### src/rtl/usart_pkg.sv
// Shared USART definitions: payload width, receive-entry layout and the
// default receive FIFO geometry used when integrating usart_rx/usart_tx.
package usart_pkg;

    localparam int unsigned USART_DATA_WIDTH    = 8;
    localparam int unsigned USART_RX_DEPTH_LOG2 = 4;
    localparam int unsigned USART_RX_WATERMARK  = 8;

    // One received byte plus the framing error seen while receiving it.
    typedef struct packed {
        logic                        error;
        logic [USART_DATA_WIDTH-1:0] data;
    } rx_entry_t;

endpackage

### src/rtl/usart_fifo_mem.sv
// Simple dual-port register array: one clocked write port, one
// asynchronous read port. Contents are intentionally not reset.
module usart_fifo_mem #(
    parameter int unsigned DEPTH_LOG2 = 4,
    parameter int unsigned WIDTH      = 9
) (
    input  logic                  clk,
    input  logic                  wr_en,
    input  logic [DEPTH_LOG2-1:0] wr_addr,
    input  logic [WIDTH-1:0]      wr_data,
    input  logic [DEPTH_LOG2-1:0] rd_addr,
    output logic [WIDTH-1:0]      rd_data
);

    logic [WIDTH-1:0] mem [2**DEPTH_LOG2];

    // Store one entry per enabled write.
    always_ff @(posedge clk) begin
        if (wr_en) begin
            mem[wr_addr] <= wr_data;
        end
    end

    assign rd_data = mem[rd_addr];

endmodule

### src/rtl/usart_rx_fifo.sv
// Receive-side byte buffer between the USART receiver and the bus side.
// First-word-fall-through output, registered fill status, sticky overrun
// and a watermark interrupt. DROP_ON_FULL selects backpressure (0) or
// always-ready with drop-and-flag (1) behaviour when the buffer is full.
module usart_rx_fifo
    import usart_pkg::*;
#(
    parameter int unsigned DEPTH_LOG2   = USART_RX_DEPTH_LOG2,
    parameter int unsigned DATA_WIDTH   = USART_DATA_WIDTH,
    parameter int unsigned WATERMARK    = USART_RX_WATERMARK,
    parameter bit          DROP_ON_FULL = 1'b0
) (
    input  logic                  comm_clock,
    input  logic                  reset,
    input  logic [DATA_WIDTH-1:0] in_data,
    input  logic                  in_error,
    input  logic                  in_valid,
    output logic                  in_ready,
    output logic [DATA_WIDTH-1:0] out_data,
    output logic                  out_error,
    output logic                  out_valid,
    input  logic                  out_ready,
    input  logic                  flush,
    input  logic                  overrun_clear,
    output logic [DEPTH_LOG2:0]   count,
    output logic                  empty,
    output logic                  full,
    output logic                  overrun,
    output logic                  irq
);

    localparam int unsigned PW    = DEPTH_LOG2 + 1;
    localparam int unsigned DEPTH = 2**DEPTH_LOG2;

    logic [PW-1:0]         wr_ptr;
    logic [PW-1:0]         rd_ptr;
    logic [PW-1:0]         wr_ptr_n;
    logic [PW-1:0]         rd_ptr_n;
    logic [PW-1:0]         count_n;
    logic                  overrun_n;
    logic                  push;
    logic                  pop;
    logic                  drop;
    logic [DATA_WIDTH:0]   rd_entry;

    // Ready depends only on registered state and reset, never on out_ready.
    assign in_ready = reset && (DROP_ON_FULL || !full);

    // Full is judged on the pre-edge state, so a full FIFO in drop mode
    // loses the byte even if a pop happens on the same edge.
    assign push = in_valid && in_ready && !full && !flush;
    assign drop = in_valid && in_ready &&  full && !flush;
    assign pop  = !empty && out_ready && !flush;

    // Next pointer, fill level and overrun state.
    always_comb begin
        wr_ptr_n  = wr_ptr;
        rd_ptr_n  = rd_ptr;
        overrun_n = overrun;
        if (flush) begin
            wr_ptr_n = '0;
            rd_ptr_n = '0;
        end else begin
            if (push) wr_ptr_n = wr_ptr + PW'(1);
            if (pop)  rd_ptr_n = rd_ptr + PW'(1);
        end
        if (drop) begin
            overrun_n = 1'b1;
        end else if (overrun_clear) begin
            overrun_n = 1'b0;
        end
        count_n = wr_ptr_n - rd_ptr_n;
    end

    // Pointers and all status flags update together on the same edge.
    always_ff @(posedge comm_clock or negedge reset) begin
        if (!reset) begin
            wr_ptr  <= '0;
            rd_ptr  <= '0;
            count   <= '0;
            empty   <= 1'b1;
            full    <= 1'b0;
            overrun <= 1'b0;
            irq     <= 1'b0;
        end else begin
            wr_ptr  <= wr_ptr_n;
            rd_ptr  <= rd_ptr_n;
            count   <= count_n;
            empty   <= (wr_ptr_n == rd_ptr_n);
            full    <= (count_n == PW'(DEPTH));
            overrun <= overrun_n;
            irq     <= (count_n >= PW'(WATERMARK)) || overrun_n;
        end
    end

    usart_fifo_mem #(
        .DEPTH_LOG2 (DEPTH_LOG2),
        .WIDTH      (DATA_WIDTH + 1)
    ) u_mem (
        .clk     (comm_clock),
        .wr_en   (push),
        .wr_addr (wr_ptr[DEPTH_LOG2-1:0]),
        .wr_data ({in_error, in_data}),
        .rd_addr (rd_ptr[DEPTH_LOG2-1:0]),
        .rd_data (rd_entry)
    );

    assign out_valid = !empty;
    assign out_data  = empty ? '0 : rd_entry[DATA_WIDTH-1:0];
    assign out_error = !empty && rd_entry[DATA_WIDTH];

endmodule

### config.mk
export PLATFORM = sky130hd
export DESIGN_NAME = usart_rx_fifo
export DESIGN_NICKNAME = d
export VERILOG_FILES = /design/src/rtl/usart_pkg.sv /design/src/rtl/usart_fifo_mem.sv /design/src/rtl/usart_rx_fifo.sv
export SDC_FILE = /design/constraint.sdc
export NUM_CORES = 1
export LEC_CHECK = 0
export BUFFER_PORTS_ARGS = -buffer_cell sky130_fd_sc_hd__buf_2
export CAP_MARGIN = 5
export CORE_MARGIN = 8
export CORE_UTILIZATION = 55
export CTS_BUF_LIST = sky130_fd_sc_hd__clkbuf_8
export CTS_CLUSTER_SIZE = 20
export DETAILED_ROUTE_END_ITERATION = 8
export PLACE_DENSITY_LB_ADDON = 0.3
export SLEW_MARGIN = 0
export SYNTH_ARGS = -nofsm -noshare
export SYNTH_HDL_FRONTEND = slang
export SYNTH_SLANG_ARGS = --single-unit
### constraint.sdc
create_clock -name comm_clock -period 3.9 [get_ports comm_clock]
set_clock_uncertainty 0.1 [all_clocks]
set_input_delay 0.78 -clock comm_clock [delete_from_list [all_inputs] [get_ports comm_clock]]
set_output_delay 0.78 -clock comm_clock [all_outputs]
set_load 0.02 [all_outputs]
=== Yosys cells after proc, flatten, opt, wreduce, memory -nomap -nowiden ===
Memories as Yosys holds them, arrays and structs flattened.
Index checks and enable logic that the tools add are counted.
W data, S select, Z words.

* Flip-flop bits (word level): 19
* Bits in writable memories: 144
* Bits of input ports: 15
* Output and inout port bits: 20
* Memories kept: 1

{| class="wikitable"
|+ Memory list
! name !! words !! bits a word !! rd ports !! clocked after Yosys merged registers in !! write ports !! line !! source
|-
| u_mem.mem || 16 || 9 || 1 || 0 || 1 || usart_fifo_mem.sv:15 || <nowiki>logic [WIDTH-1:0] mem [2**DEPTH_LOG2];</nowiki>
|}

* $add $sub $neg: 3
* Order comparisons: 1
* Equality and inequality tests: 2
* Muxes and demuxes: 9
* Reductions and logical operators: 13

{| class="wikitable"
|+ Operators with widths
! operator !! count
|-
| $mux W5 || 4
|-
| $add A5 B1 Y5 const B || 2
|-
| $logic_and A1 B1 Y1 || 9
|-
| $mux W8 || 1
|-
| $eq A5 B5 Y1 || 1
|-
| $eq A5 B5 Y1 const B || 1
|-
| $ge A5 B4 Y1 const B || 1
|-
| $sub A5 B5 Y5 || 1
|-
| $mux W1 || 4
|-
| $logic_not A1 Y1 || 3
|-
| $logic_or A1 B1 Y1 || 1
|}

=== Depth between registers and ports, before layout ===
Gate-level depths: netlist (run 1).

* Depth after elaboration: 10
* Gate-level depth with buffers: 12
* Mapped depth without buffers: 11

=== By module ===
From an unflattened synthesis (run 1), not the netlist that was laid out.

* Cell total of the unflattened synthesis: 351
* Area total of the unflattened synthesis: 6687.7 sq um

{| class="wikitable"
|+ By module, submodules not included
! module !! times used !! cells each !! area each (sq um)
|-
| usart_fifo_mem || 1 || 245 || 5600.4
|-
| usart_rx_fifo || 1 || 106 || 1087.3
|}

=== Worst setup path before layout (run 1) ===
No wires, ideal clock.

* Kind: input to register
* From: input reset
* To: register full
* Setup time: 111 ps
* Data arrival time: 2798 ps
* Data required time: 3689 ps
* Path slack: 890 ps
* Stages: 12
* Cells stage by stage: nor4bb_1 -> buf_2 -> xnor2_1 -> or2_2 -> ha_1 -> inv_1 -> fa_1 -> nand2_1 -> nand2_1 -> a21oi_1 -> a211o_1 -> a2111oi_2

* Word-level cells in the longest chain between the ends: 8

{| class="wikitable"
|+ Ends and longest elaborated chain
! what !! line !! source
|-
| start: declaration || usart_rx_fifo.sv:14 || <nowiki>input logic reset,</nowiki>
|-
| $logic_and A1 B1 Y1 || usart_rx_fifo.sv:47 || <nowiki>assign in_ready = reset && (DROP_ON_FULL || !full);</nowiki>
|-
| $logic_and A1 B1 Y1 (3 in series) || usart_rx_fifo.sv:51 || <nowiki>assign push = in_valid && in_ready && !full && !flush;</nowiki>
|-
| $mux W5 || usart_rx_fifo.sv:64 || <nowiki>if (push) wr_ptr_n = wr_ptr + PW'(1);</nowiki>
|-
| $mux W5 || usart_rx_fifo.sv:60 || <nowiki>if (flush) begin</nowiki>
|-
| $sub A5 B5 Y5 || usart_rx_fifo.sv:72 || <nowiki>count_n = wr_ptr_n - rd_ptr_n;</nowiki>
|-
| $eq A5 B5 Y1 || usart_rx_fifo.sv:90 || <nowiki>full <= (count_n == PW'(DEPTH));</nowiki>
|-
| end signal: assignment || usart_rx_fifo.sv:90 ||
|-
| end: declaration || usart_rx_fifo.sv:27 || <nowiki>output logic full,</nowiki>
|}

No other way between the ends.

=== Worst setup path after layout (run 1) ===
* From: register rd_ptr[0]
* To: output out_data[0]

* Word-level cells in the longest chain between the ends: 2

{| class="wikitable"
|+ Ends and longest elaborated chain
! what !! line !! source
|-
| start: declaration || usart_rx_fifo.sv:36 || <nowiki>logic [PW-1:0] rd_ptr;</nowiki>
|-
| start signal: assignment || usart_rx_fifo.sv:87 || <nowiki>rd_ptr <= rd_ptr_n;</nowiki>
|-
| $mem_v2 Z16 W9 || n/a ||
|-
| $mux W8 || usart_rx_fifo.sv:109 || <nowiki>assign out_data = empty ? '0 : rd_entry[DATA_WIDTH-1:0];</nowiki>
|-
| end: declaration || usart_rx_fifo.sv:19 || <nowiki>output logic [DATA_WIDTH-1:0] out_data,</nowiki>
|}

No other way between the ends.

==> flow_metrics.tcl, run 1 <==
set metrics [dict create \
    ant_nets 0 \
    yosysWarnings 0 \
    cp_max_fo 25 \
    synthXorXnorAreaFrac_pct 0.934 \
    die_h_um 125 \
    postRouteWirelength_mm 12.3 \
    synth_mux_area_share_pct 12.5 \
    area_delta_synth_final_pct 13.4 \
    clockBufferDepth 2 \
    syn_area_per_cell_um2 18.9 \
    grt_pass1_wl_mm 19.5 \
    outcome "completed" \
    worstSetupPathType "flop to primary output" \
    synth-simple-area-share_pct 4.88 \
    setup_viol 0 \
    async_flop_share_pct 11.7 \
    antenna_found_initial 0 \
    synth_top_family_by_area "multiplexers" \
    synth_edf_count 144 \
    synth-compound-area-share_pct 4.69 \
    die-area_um2 15700 \
    yosysSeqAreaShare_pct 73.1 \
    r2r-end "full" \
    dr_total_vias 3318 \
    syn_inst 348 \
    clk_pin_slew_ns 0.09 \
    slew_violations 0 \
    yosysUniqueCellTypes 40 \
    leakage_uw 0.00257 \
    cts_buffers 17 \
    cts_resized 0 \
    grtUsageTotal_pct 16.6 \
    initial_core_util_pct 55.6 \
    final_layout_size_suffix_gt1_share_pct 30.8 \
    rows 40 \
    hold_class "input port to async pin" \
    reg2reg_from "rd_ptr[0]" \
    die_w_um 125 \
    rsz0062_at_grt "false" \
    dp_hpwl_mm 7.94 \
    gp_congestion 0.845 \
    portBuffers 34 \
    cts_sinks 163 \
    route.layer.met1.wl_mm 5.02 \
    num_io_pins 35 \
    fmax_ghz 0.290 \
    dr_wl_met2_mm 6.33 \
    ys_ff_latch 163 \
    period_share_pct 88.4 \
    end_kind "primary output" \
    postCtsSetupRepairBufs 0 \
    relSlewSlack_pct 29.7 \
    num-fill-cells 809 \
    max_cap_viol_count 0 \
    nNetsFinal 424 \
    postCtsHoldBufs 0 \
    arrival_ns 2.57 \
    hold_violations 0 \
    critical_path.endpoint "out_data[0]" \
    firstDrtPassIters 7 \
    reg2reg_slack_ns 0.94 \
    wl_per_cell_um 22.0 \
    syn-cell-area_um2 6570 \
    overflow 0 \
    power_density_nw_per_um2 509 \
    finalCriticalPeriod_ns 3.45 \
    tightest_slew_ns 1.05 \
    startpoint "rd_ptr[0]" \
    fin_setup_tns_ns 0 \
    diodes 0 \
    cts_tree "done" \
    ir_drop_mv 0.269 \
    core_um2 11800 \
    wl_met3_um 766 \
    grt_max_degree 37 \
    drc 0 \
    insertion_delay_ns 0.44 \
    first_global_vias 3506 \
    syn-num-nets 373 \
    vias_per_cell 5.94 \
    final_core_util_pct 63.0 \
    start_kind "flop" \
    ys.flop_type "edfxtp_1" \
    h-tree-depth 4 \
    synth_adder_area_share_pct 2.02 \
    cts-root-buf "clkbuf_8" \
    rr_worst_depth 10 \
    required_ns 3.02 \
    drtIter0Drc 383 \
    dr.max_layer_used "met4" \
]
[flip-flops by register name, summed over array words and instances (netlist names)]
name	cells
rd_ptr	5
irq	1
overrun	1
u_mem.mem	144
empty	1
wr_ptr	5
full	1
count	5
[worst max-delay path: stages (launching register included)]
cell     delay, ns
dfrtp_2       0.71
buf_12        0.30
mux4_2        0.53
a22oi_1       0.24
a21oi_1       0.14
buf_2         0.19
[cells in the final DEF, fill, tap and decap left out, types with 2 or more instances in the layout]
| cell type | synthesis | final |
|---|---|---|
| nor2b_1 | 5 | 5 |
| bufinv_16 | 0 | 5 |
| xor2_1 | 5 | 5 |
| nor2_1 | 20 | 20 |
| a21oi_1 | 12 | 12 |
| clkinvlp_4 | 0 | 2 |
| a211o_1 | 2 | 2 |
| ha_1 | 9 | 9 |
| nor3_1 | 4 | 4 |
| nand3_1 | 2 | 2 |
| clkinv_1 | 0 | 2 |
| nand2_1 | 10 | 10 |
| dfrtp_1 | 18 | 17 |
| buf_4 | 0 | 15 |
| nand2b_1 | 4 | 4 |
| mux4_2 | 36 | 36 |
| clkbuf_8 | 0 | 17 |
| edfxtp_1 | 144 | 144 |
| a22oi_1 | 18 | 18 |
| buf_2 | 7 | 34 |
| xnor2_1 | 2 | 2 |
| or2_2 | 4 | 4 |
| nand4_1 | 4 | 4 |
| inv_1 | 12 | 12 |
| inv_6 | 0 | 6 |
[layer usage]
| metal | global-route usage [%] | vias to the layer above |
|---|---|---|
| met1 | 20.2 | 1701 |
| met3 | 4.84 | 17 |
| met2 | 27.3 | 110 |
| met5 | 0 | - |
| met4 | 6.73 | 0 |
| li1 | - | 1490 |
[stage by stage]
stage               instance area (um^2)  std cells  worst slack, ns  hold slack (ns)  power (uW)
floorplan                           6570        348            0.890            0.384        2300
global placement                    6980        527            0.604            0.396        2440
detailed placement                  6980        527            0.569            0.387        2450
CTS                                 7440        559            0.380            0.176        3820
global route                        7440        559            0.280            0.192        3920
finish                              7440        559            0.453            0.203        3790
[worst min-delay path by stage]
stage | start | end | slack [ns] | cells after the start
6_report | reset | count[2] | 0.20 | 2
3_3_place_gp | overrun | overrun | 0.40 | 2
2_1_floorplan | reset | count[0] | 0.38 | 0
5_1_grt | reset | count[2] | 0.19 | 2
4_1_cts | reset | count[0] | 0.18 | 2
3_5_place_dp | overrun | overrun | 0.39 | 2
[kinds of logic after synthesis]
logic type,count (synthesis)
DFF,163
and+or+nand+nor,60
xor gates and xnor gates,7
AOI/OAI and AO/OA,41
adders and majority gates,10
buffers and inverters,30
muxes,37
[report_power, final]
group / switching (uW) / internal, uW
clock: 613 / 770
combinational: 232 / 190
sequential: 47.1 / 1930
total: 892 / 2890
[Yosys cell counts, types with 7 or more instances]
library cell  number  share of area, %
edfxtp_1         144                66
mux4_2            36                12
nor2_1            20               1.1
a22oi_1           18               2.1
dfrtp_1           18               6.9
a21oi_1           12              0.91
inv_1             12              0.69
nand2_1           10              0.57
clkbuf_1           9              0.51
ha_1               9               1.7
buf_2              7              0.53
[final cells by class]
type | instances | area (um^2) | share of cell area [%]
Clock buffer | 17 | 234 | 3.14
Clock inverter | 15 | 225 | 3.03
Inverter | 12 | 45.0 | 0.605
Multi-Input combinational cell | 155 | 1650 | 22.2
Sequential cell | 163 | 4800 | 64.5
Tap cell | 147 | 184 | 2.47
Timing Repair Buffer | 50 | 303 | 4.07
No activity file was read; power rests on OpenSTA's default activity.
==> run 2, diff against run 1 <==
==> constraint.sdc (replaced) <==
create_clock -name comm_clock -period 3 [get_ports comm_clock]
set_clock_uncertainty 0.1 [all_clocks]
set_input_delay 0.6 -clock comm_clock [delete_from_list [all_inputs] [get_ports comm_clock]]
set_output_delay 0.6 -clock comm_clock [all_outputs]
set_load 0.02 [all_outputs]
==> flow_metrics.tcl, run 2 (synthesized netlist as in run 1, its figures left out) <==
set metrics [dict create \
    outcome "completed" \
    dp_hpwl_mm 8.22 \
    h-tree-depth 4 \
    firstDrtPassIters 5 \
    crit_chain "buf_12 -> clkbuf_16 -> mux4_2 -> a22oi_1 -> a21oi_1 -> buf_2" \
    dr_total_vias 3527 \
    num-fill-cells 781 \
    fin_hold_ws_ns 0.312 \
    leakage_uw 0.00274 \
    hold_violations 0 \
    ir_drop_mv 0.330 \
    gp_congestion 0.835 \
    largest_register_ffs 144 \
    core_um2 11800 \
    finalCriticalPeriod_ns 2.96 \
    drtIter0Drc 406 \
    relSlewSlack_pct 66.1 \
    clk_pin_slew_ns 0.08 \
    slowest_stage "mux4_2" \
    final_cell_mix "edfxtp_1, mux4_2, buf_4" \
    start_kind "flop" \
    period_share_pct 98.7 \
    die-area_um2 15700 \
    drc 0 \
    end_kind "primary output" \
    num_io_pins 35 \
    cts-root-buf "clkbuf_8" \
    startpoint "rd_ptr[0]" \
    finalNonFillerCells 586 \
    initial_core_util_pct 55.6 \
    grtUsageTotal_pct 17.4 \
    clockBufferDepth 2 \
    arrival_ns 2.26 \
    vias_per_cell 6.02 \
    first_global_vias 3632 \
    fmax_ghz 0.338 \
    fin_setup_tns_ns 0 \
    cts_buffers 17 \
    cts_tree "done" \
    required_ns 2.30 \
    slew_violations 0 \
    grt_max_degree 39 \
    die_h_um 125 \
    worstSetupPathType "flop to primary output" \
    cp_max_fo 5 \
    overflow 0 \
    setup_viol 0 \
    min_from "overrun_clear" \
    nNetsFinal 451 \
    top_register "u_mem.mem" \
    insertion_delay_ns 0.45 \
    fin_ws_ns 0.0383 \
    portBuffers 34 \
    die_w_um 125 \
    final_common_cell "edfxtp_1" \
    postRouteWirelength_mm 13.4 \
    grt_pass1_wl_mm 20.1 \
    area_delta_synth_final_pct 18.2 \
    antenna_found_initial 0 \
    max_cap_viol_count 0 \
    place_inst 544 \
    ant_nets 0 \
    rows 40 \
    preCtsSetupSlack_ns -0.0592 \
    hold_class "input port to flop" \
    power_density_nw_per_um2 647 \
    cts_sinks 163 \
    reg2reg_from "full" \
    final_layout_size_suffix_gt1_share_pct 36.7 \
    diodes 0 \
    crit_path_max_incr_delay_ns 0.50 \
    tightest_slew_ns 0.508 \
    wl_per_cell_um 22.8 \
]
run 2: cell count changes in the layout (fill, tap and decap cells not counted), sizes merged:
cell         before  now
dlygate4sd3       0    1
clkbuf           17   19
inv              18   19
clkinv            2    1
buf              50   74
run 2: layer usage:
layer	vias to the layer above	routed length (um)	GRT usage, %
met3	14	912	5.14
met1	1822	5410	21.3
met5	-	0	0
met4	0	173	7.31
met2	148	6860	28.2
li1	1543	-	-
run 2: layout make-up:
type | instances | area [um^2] | share of cell area, %
multi-input cells | 155 | 1700 | 21.8
clock buffers | 17 | 234 | 3.02
clock inverters | 15 | 215 | 2.77
inverters | 12 | 45.0 | 0.580
flip-flops and latches | 163 | 4800 | 61.9
repair buffers | 77 | 584 | 7.53
well taps | 147 | 184 | 2.37
run 2: power by group:
part | switching (uW) | leakage, uW | internal [uW] | total, uW
combinational | 377 | 0.000952 | 333 | 710
sequential | 25.7 | 0.00155 | 2510 | 2540
clock | 780 | 0.000232 | 987 | 1770
total | 1180 | 0.00274 | 3830 | 5020
run 2: worst paths after layout:
check,endpoint,slack (ns),depth (start not counted)
max in group asynchronous,empty,1.97,3
hold reg to reg,overrun,0.41,2
min in group asynchronous,count[2],0.56,3
hold / removal,overrun,0.31,3
setup reg to reg,full,0.20,12
setup / recovery,out_data[0],0.04,6
run 2: repair_timing:
action                                  in CTS  in global routing
gates resized for setup                      1                 10
hold endpoints to repair                    10                  0
cloned                                       1                  3
hold buffers                                 1                  0
endpoints found under the setup margin       8                  8
setup buffers                                2                  4
run 2: critical path: cells and delay by family, from the launching register on:
| kind | cells | cell delay [ns] |
|---|---|---|
| flip-flops | 1 | 0.44 |
| buffers and inverters | 3 | 0.48 |
| AO/OA/AOI/OAI | 2 | 0.39 |
| multiplexers | 1 | 0.50 |
run 2: through the flow:
| step | power (uW) | utilization [%] | instance area [um^2] |
|---|---|---|---|
| after detailed placement | 3200 | 60.3 | 7120 |
| after global routing | 5190 | 65.7 | 7760 |
| after CTS | 5000 | 64.7 | 7640 |
| after global placement | 3200 | 60.3 | 7120 |
| after floorplan | 2980 | - | 6570 |
| final | 5020 | 65.7 | 7760 |
==> run 3, diff against run 2 <==
--- a/config.mk
+++ b/config.mk
@@ -8,7 +8,7 @@
 export BUFFER_PORTS_ARGS = -buffer_cell sky130_fd_sc_hd__buf_2
 export CAP_MARGIN = 5
 export CORE_MARGIN = 8
-export CORE_UTILIZATION = 55
+export CORE_UTILIZATION = 57
 export CTS_BUF_LIST = sky130_fd_sc_hd__clkbuf_8
 export CTS_CLUSTER_SIZE = 20
 export DETAILED_ROUTE_END_ITERATION = 8
==> flow_metrics.tcl, run 3 (synthesized netlist as in run 1, its figures left out) <==
set metrics [dict create \
    outcome "completed" \
    slew_violations 0 \
    finalCriticalPeriod_ns 2.98 \
    grt_pass1_wl_mm 20.2 \
    final_common_cell "edfxtp_1" \
    core_um2 11300 \
    clk_pin_slew_ns 0.09 \
    gp_congestion 0.772 \
    fmax_ghz 0.336 \
    place_inst 535 \
    num_io_pins 35 \
    h-tree-depth 4 \
    preCtsSetupSlack_ns -0.0275 \
    nNetsFinal 445 \
    insertion_delay_ns 0.44 \
    end_kind "primary output" \
    cts-root-buf "clkbuf_8" \
    tightest_slew_ns 0.464 \
    clockBufferDepth 2 \
    top_register "u_mem.mem" \
    cp_max_fo 11 \
    finalNonFillerCells 576 \
    hold_class "input port to async pin" \
    postCtsHoldBufs 0 \
    max_cap_viol_count 0 \
    period_share_pct 99.2 \
    grt_max_degree 39 \
    arrival_ns 2.28 \
    rows 39 \
    die-area_um2 15200 \
    dp_hpwl_mm 8.24 \
    dr_total_vias 3439 \
    postRouteWirelength_mm 13.1 \
    register_area_um2 4800 \
    area_delta_synth_final_pct 15.6 \
    grtUsageTotal_pct 18.4 \
    worstSetupPathType "flop to primary output" \
    hold_violations 0 \
    overflow 0 \
    drtIter0Drc 312 \
    start_kind "flop" \
    largest_register_ffs 144 \
    relSlewSlack_pct 69.0 \
    setup_viol 0 \
    initial_core_util_pct 58.0 \
    antenna_found_initial 0 \
    cts_sinks 163 \
    fin_ws_ns 0.0250 \
    firstDrtPassIters 6 \
    total_power_uw 4750 \
    drc 0 \
    num-fill-cells 776 \
    final_layout_size_suffix_gt1_share_pct 35.1 \
    wl_per_cell_um 22.7 \
    power_density_nw_per_um2 625 \
    final_core_util_pct 67.1 \
    required_ns 2.30 \
    multi_input_area_um2 1670 \
    portBuffers 34 \
    die_h_um 123 \
    final_cell_mix "edfxtp_1, mux4_2, buf_2" \
    first_global_vias 3602 \
    diodes 0 \
    leakage_uw 0.00265 \
    ir_drop_mv 0.339 \
    cts_tree "done" \
    fin_setup_tns_ns 0 \
    cts_buffers 17 \
    die_w_um 123 \
    vias_per_cell 5.97 \
    ant_nets 0 \
]
==> run 3: cell types whose count changed in the layout (fill, tap and decap cells not counted), sizes merged <==
cell | previous run | this run
clkinvlp | 2 | 4
clkinv | 1 | 5
buf | 74 | 71
clkbuf | 19 | 17
bufinv | 5 | 2
dlygate4sd3 | 1 | 0
inv | 19 | 16
==> run 3: through the flow <==
stage	cell area (um^2)	hold slack (ns)
after detailed placement	7080	0.419
after floorplan	6570	0.204
after global placement	7080	0.403
after global routing	7590	0.0279
after CTS	7530	0.0196
final	7590	0.0289
==> run 3: area by class of cell <==
class,instances,share of cell area (%)
inverter,12,0.593
timing repair buffer,71,6.72
clock inverter,15,2.04
tap,143,2.36
sequential,163,63.2
multi-input combinational,155,22.0
clock buffer,17,3.08
==> run 3: per-layer routing <==
metal  wire (um)  GRT usage (%)  vias to the layer above
met1        5250           23.3                     1768
li1            -              -                     1537
met5           0              0                        -
met4         181           6.70                        0
met3         820           4.84                       12
met2        6810           30.3                      122
==> run 3: repair_timing <==
item                                    in CTS  in global routing
resized for setup                            3                  2
buffers inserted                             2                  7
endpoints found under the setup margin       7                  6
gates cloned                                 1                  0
==> run 3: final timing paths <==
kind	to	cells past startpoint	slack, ns	start
min	count[3]	2	0.03	reset
max	out_data[0]	6	0.02	rd_ptr[0]
max in group asynchronous	empty	2	2.50	reset
max reg2reg	full	10	0.16	rd_ptr[0]
min reg2reg	overrun	2	0.45	overrun
min in group comm_clock	overrun	3	0.35	overrun_clear
==> run 3: critical path: stages (launching register included) <==
cell     delay [ns]
dfrtp_2        0.44
buf_12         0.18
buf_12         0.13
mux4_2         0.50
a22oi_1        0.25
a21oi_1        0.15
buf_2          0.19
==> run 3: power breakdown <==
group / total, uW / internal [uW] / switching, uW
sequential: 2540 / 2510 / 28.1
combinational: 668 / 310 / 358
clock: 1540 / 744 / 793
